### config.mk
export PLATFORM = sky130hd
export DESIGN_NAME = ifu_inst_rom_responder
export DESIGN_NICKNAME = d
export VERILOG_FILES = /design/src/rtl/ifu_inst_rom_responder_pkg.sv /design/src/rtl/ifu_inst_rom_responder.sv
export SDC_FILE = /design/constraint.sdc
export NUM_CORES = 1
export LEC_CHECK = 0
export BUFFER_PORTS_ARGS = -buffer_cell sky130_fd_sc_hd__buf_4
export CAP_MARGIN = 20
export CORE_MARGIN = 10
export CORE_UTILIZATION = 52
export CTS_BUF_LIST = sky130_fd_sc_hd__clkbuf_4 sky130_fd_sc_hd__clkbuf_8 sky130_fd_sc_hd__clkbuf_16
export DETAILED_ROUTE_END_ITERATION = 8
export PLACE_DENSITY = 0.82
export SLEW_MARGIN = 30
export SYNTH_ARGS = -nofsm -noshare
export SYNTH_HDL_FRONTEND = slang
export SYNTH_SLANG_ARGS = --single-unit
### constraint.sdc
create_clock -name clk -period 2.4 [get_ports clk]
set_input_delay 0.24 -clock clk [delete_from_list [all_inputs] [get_ports clk]]
set_output_delay 0.24 -clock clk [all_outputs]
set_load 0.005 [all_outputs]
### src/rtl/ifu_inst_rom_responder_pkg.sv
// ---------------------------------------------------------------------------
// ifu_inst_rom_responder_pkg
//   Shared definitions for the instruction-fetch ROM/flash path:
//   - state_e        : responder FSM state encoding (3-bit)
//   - bswap32()      : reverses the byte order of a 32-bit word
//   - FLASH_BASE_ADDR / FLASH_SIZE_BYTES : default flash window. The fetch
//                      master and the arbiter address decode use the same
//                      values.
// ---------------------------------------------------------------------------
package ifu_inst_rom_responder_pkg;

  localparam logic [31:0] FLASH_BASE_ADDR  = 32'h3000_0000;
  localparam logic [31:0] FLASH_SIZE_BYTES = 32'h0100_0000;

  typedef enum logic [2:0] {
    IDLE = 3'd0,
    WAIT = 3'd1,
    READ = 3'd2,
    CAP  = 3'd3,
    RESP = 3'd4
  } state_e;

  function automatic logic [31:0] bswap32(input logic [31:0] w);
    return {w[7:0], w[15:8], w[23:16], w[31:24]};
  endfunction

endpackage

### src/rtl/ifu_inst_rom_responder.sv
// ---------------------------------------------------------------------------
// ifu_inst_rom_responder
//   Responder end of the simplified AXI-lite instruction-fetch read channel.
//   It accepts one fetch address, waits LATENCY cycles to model flash access
//   time, and issues one synchronous 64-bit read. It then returns the
//   doubleword in flash byte order. The master's per-word byte swap restores
//   the original instruction. Only one transaction is outstanding at a time.
//
// Ports
//   clk, rst        : clock; synchronous active-high reset
//   ifu_pc*         : address channel (pc, valid, ready)
//   ifu_inst*       : data channel (doubleword, error, valid, ready)
//   mem_ren         : one-cycle read strobe to the backing memory
//   mem_addr        : doubleword index into the memory
//   mem_rdata       : memory data, valid the cycle after mem_ren
// ---------------------------------------------------------------------------
module ifu_inst_rom_responder
  import ifu_inst_rom_responder_pkg::*;
#(
  parameter logic [31:0] BASE_ADDR  = FLASH_BASE_ADDR,
  parameter logic [31:0] SIZE_BYTES = FLASH_SIZE_BYTES,
  parameter int unsigned LATENCY    = 4,
  parameter int unsigned ADDR_W     = 21
) (
  input  logic              clk,
  input  logic              rst,
  input  logic [31:0]       ifu_pc,
  input  logic              ifu_pc_valid,
  output logic              ifu_pc_ready,
  output logic [63:0]       ifu_inst,
  output logic              ifu_inst_err,
  output logic              ifu_inst_valid,
  input  logic              ifu_inst_ready,
  output logic              mem_ren,
  output logic [ADDR_W-1:0] mem_addr,
  input  logic [63:0]       mem_rdata
);

  // The window bounds use 33 bits so that BASE_ADDR + SIZE_BYTES cannot wrap.
  localparam logic [32:0] WIN_LO = {1'b0, BASE_ADDR};
  localparam logic [32:0] WIN_HI = {1'b0, BASE_ADDR} + {1'b0, SIZE_BYTES};

  state_e            state_q, state_d;
  logic [7:0]        cnt_q, cnt_d;
  logic [31:0]       pc_q;
  logic [63:0]       data_q;
  logic              err_q;
  logic [ADDR_W-1:0] addr_q;

  logic              pc_fire;
  logic              pc_ok;
  logic [32:0]       pc_ext;
  logic [31:0]       pc_off;
  logic [ADDR_W-1:0] dw_idx;
  logic [31:0]       w_lo, w_hi;

  assign pc_fire = ifu_pc_valid & ifu_pc_ready;
  assign pc_ext  = {1'b0, ifu_pc};
  assign pc_ok   = (ifu_pc[1:0] == 2'b00) && (pc_ext >= WIN_LO) && (pc_ext < WIN_HI);

  assign pc_off  = pc_q - BASE_ADDR;
  assign dw_idx  = ADDR_W'(pc_off >> 3);

  // The word addressed by pc goes to the low half of the response. Each word
  // is byte-swapped into flash order.
  assign w_lo = pc_q[2] ? mem_rdata[63:32] : mem_rdata[31:0];
  assign w_hi = pc_q[2] ? mem_rdata[31:0]  : mem_rdata[63:32];

  // -------------------------------------------------------------------------
  // Next-state logic
  // -------------------------------------------------------------------------
  always_comb begin
    // NOTE: every signal is defaulted before the case so that no path leaves
    // it unassigned; otherwise a latch would be inferred.
    state_d = state_q;
    cnt_d   = cnt_q;
    unique case (state_q)
      IDLE: begin
        if (pc_fire) begin
          if (!pc_ok) begin
            state_d = RESP;
          end else if (LATENCY == 0) begin
            state_d = READ;
          end else begin
            state_d = WAIT;
            cnt_d   = 8'(LATENCY);
          end
        end
      end
      WAIT: begin
        cnt_d = cnt_q - 8'd1;
        if (cnt_q == 8'd1) state_d = READ;
      end
      READ:    state_d = CAP;
      CAP:     state_d = RESP;
      RESP:    if (ifu_inst_ready) state_d = IDLE;
      default: state_d = IDLE;
    endcase
  end

  // NOTE: every sequential block uses non-blocking assignments. All registers
  // then update together at the edge, whatever order the blocks run in.
  always_ff @(posedge clk) begin
    if (rst) begin
      state_q <= IDLE;
      cnt_q   <= 8'd0;
    end else begin
      state_q <= state_d;
      cnt_q   <= cnt_d;
    end
  end

  // -------------------------------------------------------------------------
  // Datapath registers
  // -------------------------------------------------------------------------
  always_ff @(posedge clk) begin
    if (rst) begin
      pc_q   <= 32'd0;
      data_q <= 64'd0;
      err_q  <= 1'b0;
      addr_q <= '0;
    end else begin
      if (pc_fire) begin
        pc_q  <= ifu_pc;
        err_q <= !pc_ok;
        if (!pc_ok) data_q <= 64'd0;
      end
      // Keep the last index so that mem_addr does not change outside READ.
      if (state_q == READ) addr_q <= dw_idx;
      if (state_q == CAP)  data_q <= {bswap32(w_hi), bswap32(w_lo)};
    end
  end

  assign ifu_pc_ready   = (state_q == IDLE);
  assign mem_ren        = (state_q == READ);
  assign mem_addr       = (state_q == READ) ? dw_idx : addr_q;
  assign ifu_inst_valid = (state_q == RESP);
  assign ifu_inst       = data_q;
  assign ifu_inst_err   = err_q;

endmodule
# Yosys cells after proc, flatten, opt, wreduce, memory -nomap -nowiden
# Cells that the tools add are included.
[word_totals] elab_cells=45 ff_bits=121 in_bits=100
[op_classes] n_lt_le_gt_ge=2 eq_ne=10 reduce_logical=10 n_mux=14 bitwise=1 n_addsub=2
[op_table] cell="$mux W64" n=3
[op_table] cell="$mux W32" n=2
[op_table] cell="$ge A32 B30 Y1 const B" n=1
[op_table] cell="$lt A32 B30 Y1 const B" n=1
[op_table] cell="$sub A24 B1 Y24 const B" n=1
[op_table] cell="$mux W21" n=1
[op_table] cell="$mux W8" n=2
[op_table] cell="$pmux W8 S2" n=1
[op_table] cell="$pmux W3 S5" n=1
[op_table] cell="$mux W3" n=4
[op_table] cell="$eq A8 B1 Y1 const B" n=1
[op_table] cell="$ne A2 B1 Y1 const B" n=4
[op_table] cell="$sub A8 B1 Y8 const B" n=1
[op_table] cell="$eq A3 B2 Y1 const B" n=2
[op_table] cell="$reduce_and A3 Y1" n=2
[op_table] cell="$reduce_bool A2 Y1" n=2
[op_table] cell="$eq A3 B1 Y1 const B" n=1
[op_table] cell="$eq A3 B3 Y1 const B" n=1
[op_table] cell="$logic_not A3 Y1" n=1
[op_table] cell="$logic_and A1 B1 Y1" n=2
[op_table] cell="$logic_not A2 Y1" n=1
[op_table] cell="$ne A2 B2 Y1 const B" n=1
[op_table] cell="$reduce_and A2 Y1" n=1
[op_table] cell="$and A1 B1 Y1" n=1
[op_table] cell="$logic_not A1 Y1" n=1

# Longest topological paths before layout
# Gate-level depths: netlist (run 1).
[depth] depth_word=6 depth_mapped=7

# Worst setup path after synthesis (run 1)
# OpenSTA, ideal clock, no wires.
[synth_path] kind="register -> register" from="reg state_q[1]" to="reg addr_q[11]" setup_ns=0.115 slack_ns=0.808 synth_period_minus_slack_ns=1.592 path_stages_with_launch=6 n_path_buf=2 required_ns=2.285 arrival_ns=1.477 cell_sequence="dfxtp_1 -> buf_2 -> nor3b_2 -> buf_2 -> mux2_2 -> and2_1"
[synth_between] elab_chain_len=2
[synth_rtl] item="start, declared" line="ifu_inst_rom_responder.sv:43" source="state_e state_q, state_d;"
[synth_rtl] item="start signal, assigned" line="ifu_inst_rom_responder.sv:108" source="state_q <= state_d;"
[synth_rtl] item="$eq A3 B2 Y1"
[synth_rtl] item="named net mem_ren" line="ifu_inst_rom_responder.sv:34" source="output logic mem_ren,"
[synth_rtl] item="$mux W21"
[synth_rtl] item="named net mem_addr[11]" line="ifu_inst_rom_responder.sv:35" source="output logic [ADDR_W-1:0] mem_addr,"
[synth_rtl] item="end signal, assigned" line="ifu_inst_rom_responder.sv:129" source="if (state_q == READ) addr_q <= dw_idx;"
[synth_rtl] item="end, declared" line="ifu_inst_rom_responder.sv:48" source="logic [ADDR_W-1:0] addr_q;"
# The timed path passes the listed nets, and every way through them passes these cells.
# A chain may end at the register's enable or synchronous reset.

# Worst setup path in the final report (run 1)
[layout_path] from="reg state_q[0]" to="out mem_addr[2]"
[layout_between] elab_chain_len=2
[layout_rtl] item="$eq A3 B2 Y1" line="ifu_inst_rom_responder.sv:136" source="assign mem_addr = (state_q == READ) ? dw_idx : addr_q;"
[layout_rtl] item="$mux W21"
[layout_rtl] item="end, declared" line="ifu_inst_rom_responder.sv:35"
# Every way passes these cells.

==> results of run 1 <==
==> final timing paths <==
check | to | slack, ns | cells past startpoint
max | mem_addr[2] | 0.14 | 4
min reg2reg | pc_q[14] | 0.45 | 2
max reg2reg | pc_q[3] | 0.69 | 4
min | ifu_inst[4] | 0.02 | 3
==> critical path: cells and delay by family (launching register included) <==
kind	cells	cell delay [ns]
multiplexers	1	0.41
flip-flops	1	0.42
buffers and inverters	2	0.47
AND/OR/NAND/NOR	1	0.22
==> flip-flops by register name (all words and copies together) (netlist names) <==
| signal | count |
|---|---|
| ifu_inst | 64 |
| pc_q | 22 |
| addr_q | 21 |
| cnt_q | 8 |
| state_q | 3 |
| ifu_inst_err | 1 |
==> metal layers <==
metal / GRT usage (%) / up-vias / wire, µm
li1: - / 2105 / -
met1: 23.9 / 2092 / 5980
met2: 34.9 / 185 / 7170
met3: 6.83 / 20 / 1340
met4: 7.58 / 0 / 275
met5: 0 / - / 0
==> logic make-up (layout without fill, tap and decap cells) <==
kind of cell | after synthesis | after routing | synth area share, %
xor+xnor | 1 | 1 | 0.179
compound gates | 119 | 119 | 18.1
buf+inv | 41 | 248 | 3.83
fa+ha+maj | 2 | 2 | 0.511
flops | 119 | 119 | 48.7
simple gates | 101 | 101 | 10.6
mux | 86 | 86 | 18.1
==> layout make-up <==
class	count	area [µm²]	share of cell area (%)
clock buffer	19	429	6.01
clock inverter	13	174	2.44
inverter	3	11.3	0.158
multi-input combinational	309	2330	32.7
sequential	119	2390	33.5
tap	111	139	1.95
timing repair buffer	213	1660	23.3
==> power groups by stage <==
stage / Clock [µW] / Combinational (µW) / Sequential (µW)
CTS: 2560 / 450 / 2050
detailed placement: 0 / 425 / 2090
floorplan: 0 / 252 / 2060
global placement: 0 / 412 / 2080
global route: 2650 / 489 / 2050
finish: 2510 / 450 / 2050
==> stage by stage <==
stage | power, µW | setup WS (ns) | instance area, µm²
CTS | 5050 | 0.123 | 7140
finish | 5010 | 0.137 | 7140
global placement | 2500 | 0.564 | 6370
detailed placement | 2510 | 0.546 | 6370
global route | 5190 | 0.0374 | 7140
floorplan | 2310 | 0.808 | 4900
==> synth_stat cells (all sizes together) <==
master,n
dfxtp,119
mux2i,65
o2bb2ai,64
nand2,51
a21oi,31
and2,22
clkbuf,21
mux2,21
buf,17
o21ai,11
nor2,5
nor4,4
o21a,4
inv,3
or2,3
or3,3
a41oi,2
ha,2
nand2b,2
nand3,2
nor3,2
nor3b,2
or3b,2
a21boi,1
a31oi,1
and4bb,1
nor4b,1
o21bai,1
o311ai,1
o31a,1
o31ai,1
o41ai,1
or4,1
xnor2,1
==> timing repair <==
action	4_1_cts	5_1_grt
hold buffers	16	0
hold endpoints to repair	16	0
endpoints found under the setup margin	1	0
gates resized for setup	1	0
==> metrics, run 1 <==
Relative slew margins=a little under half; floorplan row count=35; Longest Clk Path Bufs=2; Worst Path Arrival=about 2 ns; combinational power share=approximately 9.0%; Area Overhead vs Synth=45.7%; count of final hold-check violations=0; Seq pwr share=between 40% and 50%; Inst Count DP=739; pin count of the biggest net entering global routing=65; Fmax achieved=approximately 440 MHz; syn avg cell area=10.4 µm²; filler cell count in the final layout=around 600; setup_tns=0 ns; CTS clk-pin slew, worst paths=roughly 0.060 ns; Sink Count=around 120; synthesized net count=571; Post-CTS Setup Repair Bufs=0; Vias/cell=about 5.6; n_diodes=0; Hold/Removal Path Class=input port to register; CTS tree=yes; total track usage=between 20% and 30%; share of cells above drive strength 1=38.9%; commonest non-fill, non-tap cell in the layout=buf_4; initial antenna violation count=0; CP Launch Type=register; hold slack=about 0.023 ns; Worst EP required=between 2 and 2.5 ns; Critical Path End Type=primary output; global placement routability congestion=0.826; Cells after Synth=around 470; period utilisation layout=a little over nine tenths; vias in the first global route=approximately 4500; P_leak=0.00302 µW; worst-margin pin slew=0.798 ns; total vias in the final route=around 4400; Synth Warn #=0; worst skew pair latency=~0.48 ns; Tmin final=2.26 ns; global-route wire length before repair=between 20000 and 25000 µm; internal power=between 3000 and 4000 µW; CP cell instances=nor3b_2, buf_4, mux2_2, buf_4; Peak VDD IR=approximately 520 µV; die width=roughly 120 µm; H-tree level count=4; final core occ=approximately 78%; sequential share of the synthesized area=48.7%; max cap viols=0; max incr delay on CP=around 0.42 ns; largest cells by area after synthesis=dfxtp_1 (49%), mux2i_1 (13%), o2bb2ai_1 (11%), mux2_2 (4.8%), nand2_1 (3.9%); HPWL after detailed placement=between 10000 and 15000 µm; Cell Count, Final, Fillers Out=roughly 790; # port buffers=around 190; Worst Setup SP=state_q[0]; drt wl/cell=18.8 µm; Die Area=13700 µm²; global route overflow=0; Ports=about 190; net switching power=1150 µW; synthesized area=4900 µm²; max-slew violation count=0; Placeable Area=~9200 µm²; outcome=completed; synth unique cells=40; flip-flop and latch count after synthesis=around 120; residual DRC count=0; Die H=117 µm; highest-count cells in the layout ignoring fill and taps=buf_4 (195), dfxtp_1 (117), mux2i_1 (65); critical path fanouts, max=22; CP max stage cell=dfxtp_1; top cell type's share of synthesized area=about half; Hold Path Origin=mem_rdata[28]; Pre-antenna DRT Iters=4; RSZ-0062 raised after global routing=false; Clk network pwr share=around 50%; Root Driver=clkbuf_8; worst r2r src=state_q[0]; endpoints failing setup=0; Iter 0 DRT Violations=288; nets=approximately 770; dominant cell type by area after synthesis=dfxtp_1; Routed Antenna Nets=0; Power Density=approximately 700 nW/µm²; Switching Fraction=a little under a quarter; final wirelength=between 10000 and 15000 µm; most used cell, CP=buf_4; Setup CP Type=register to primary output; clk_skew=slightly above 0.008 ns; CTS buffer count=17; initial core utilization=between 50 and 60%
Note: power is estimated with default switching activity, not from simulation.
==> run 2: changes to the inputs <==
--- a/config.mk
+++ b/config.mk
@@ -8,10 +8,10 @@
 export BUFFER_PORTS_ARGS = -buffer_cell sky130_fd_sc_hd__buf_4
 export CAP_MARGIN = 20
 export CORE_MARGIN = 10
-export CORE_UTILIZATION = 52
+export CORE_UTILIZATION = 35
 export CTS_BUF_LIST = sky130_fd_sc_hd__clkbuf_4 sky130_fd_sc_hd__clkbuf_8 sky130_fd_sc_hd__clkbuf_16
 export DETAILED_ROUTE_END_ITERATION = 8
-export PLACE_DENSITY = 0.82
+export PLACE_DENSITY = 0.59
 export SLEW_MARGIN = 30
 export SYNTH_ARGS = -nofsm -noshare
 export SYNTH_HDL_FRONTEND = slang
==> constraint.sdc (replaced) <==
create_clock -name clk -period 2.4 [get_ports clk]
set_input_delay 0.24 -clock clk [delete_from_list [all_inputs] [get_ports clk]]
set_output_delay 0.24 -clock clk [all_outputs]
set_load 0.05 [all_outputs]
==> metrics, run 2 (synthesized netlist as in run 1, its figures left out) <==
clk_skew=0.00929 ns (+0.000978 ns); n_diodes=0 (unchanged); endpoints failing setup=0 (unchanged); Worst EP required=2.16 ns (about the same); H-tree level count=4 (unchanged); total power=5360 µW (+7.1%); Relative slew margins=46.4% (-0.21 points); Ports=189 (unchanged); Placeable Area=13800 µm² (+50%); Setup CP Type=register to primary output; vias in the first global route=4284 (-5.1%); Pre-antenna DRT Iters=4 (unchanged); CTS tree=yes; Fmax achieved=447 MHz (+1.1%); HPWL after detailed placement=10700 µm (about the same); count of final hold-check violations=0 (unchanged); CTS clk-pin slew, worst paths=0.06 ns (about the same); Vias/cell=4.96 (-11%); max incr delay on CP=0.48 ns (+0.06 ns); period utilisation layout=93.2% (-1.1 points); max reg flops=64 (unchanged); CP cell instances=nor3b_2, buf_6, mux2_2, buf_4; nets=746 (-2.5%); outcome=completed; total track usage=15.1% (-5.5 points); global route overflow=0 (unchanged); cell family with most CP delay=flip-flops; CP Launch Type=register; share of cells above drive strength 1=39.6% (+0.67 points); pin count of the biggest net entering global routing=65 (unchanged); Final WS setup=0.162 ns (+0.0257 ns); Tmin final=2.24 ns (-0.0257 ns); Die Area=19100 µm² (+40%); Power Density=752 nW/µm² (+7.1%); RSZ-0062 raised after global routing=false; Longest Clk Path Bufs=2 (unchanged); residual DRC count=0 (unchanged); floorplan row count=43 (+23%); global-route wire length before repair=23700 µm (+3.5%); Peak VDD IR=442 µV (-16%); Root Driver=clkbuf_16; Area Overhead vs Synth=45.7% (about the same); highest-count cells in the layout ignoring fill and taps=buf_4 (190), dfxtp_1 (117), mux2i_1 (65); Die H=138 µm (+18%); Sink Count=119 (unchanged); max cap viols=0 (unchanged); initial antenna violation count=0 (unchanged); Critical Path End Type=primary output; max-slew violation count=0 (unchanged); die width=138 µm (+18%); initial core utilization=35.5% (-18 points); # port buffers=188 (unchanged); total vias in the final route=4149 (-5.7%); hold path depth=3 (unchanged); DP Worst Slack=0.524 ns (-0.0222 ns); drt wl/cell=17.5 µm (-6.6%); r2r worst-path depth=4 (unchanged); Hold/Removal Path Class=input port to register; DP Area=6450 µm² (+1.2%); P_leak=0.00298 µW (-1.3%); Worst Path Arrival=2.00 ns (-0.02 ns); worst skew pair latency=0.41 ns (-0.07 ns); fin area=7130 µm² (about the same); global placement routability congestion=0.847 (+2.6%); Routed Antenna Nets=0 (unchanged); commonest non-fill, non-tap cell in the layout=buf_4; critical path fanouts, max=22 (unchanged); Buf/Inv on CP=2 (unchanged); worst-margin pin slew=0.801 ns (+0.00317 ns); CP max stage cell=dfxtp_1; CTS buffer count=17 (unchanged); setup_tns=0 ns (unchanged); final wirelength=14700 µm (-0.72%); Levels on crit path=4 (unchanged); Iter 0 DRT Violations=201 (-30%); Post-CTS Setup Repair Bufs=0 (unchanged)
[run 2: per-stage QoR]
stage                     instances  hold slack [ns]  utilization, %
after global placement          805            0.438            46.8
after CTS                       837           0.0522            51.7
final                           837           0.0699            51.8
after global routing            837           0.0584            51.8
after detailed placement        805            0.447            46.8
after floorplan                 469            0.376               -
[run 2: power by group]
group          internal, µW  total (µW)  switching, µW
clock                  1970        2870            902
sequential             2010        2040           34.8
combinational           221         451            230
total                  4200        5360           1170
[run 2: worst paths after layout]
| path | start | endpoint | slack, ns |
|---|---|---|---|
| setup / recovery | state_q[0] | mem_addr[0] | 0.16 |
| hold / removal | ifu_pc[2] | pc_q[2] | 0.07 |
| setup reg to reg | state_q[0] | pc_q[2] | 0.63 |
| hold reg to reg | ifu_inst_err | ifu_inst_err | 0.45 |
[run 2: worst min-delay path: stages]
cell and delay, ns:
buf_4 0.11, nand2_1 0.05, a21oi_1 0.05
[run 2: cell type report]
| cell class | count | area (µm²) |
|---|---|---|
| clock buffer | 22 | 488 |
| fill | 1292 | 6640 |
| timing repair buffer | 194 | 1500 |
| multi-input combinational | 309 | 2330 |
| clock inverter | 10 | 191 |
| sequential | 119 | 2390 |
| tap | 180 | 225 |
| inverter | 3 | 11.3 |
[run 2: metal layers]
layer  global-route usage (%)  wire length, µm  part of all wire, %
met3                     6.37             1120                  7.6
met2                     22.5             6540                   45
met4                     5.77              238                  1.6
met5                        0                0                    0
met1                     19.0             6760                   46
[run 2: what timing repair did]
action                                  4_1_cts  5_1_grt
gates resized for setup                       0        2
hold buffers                                  0        0
hold endpoints to repair                      0        0
endpoints found under the setup margin        0       14
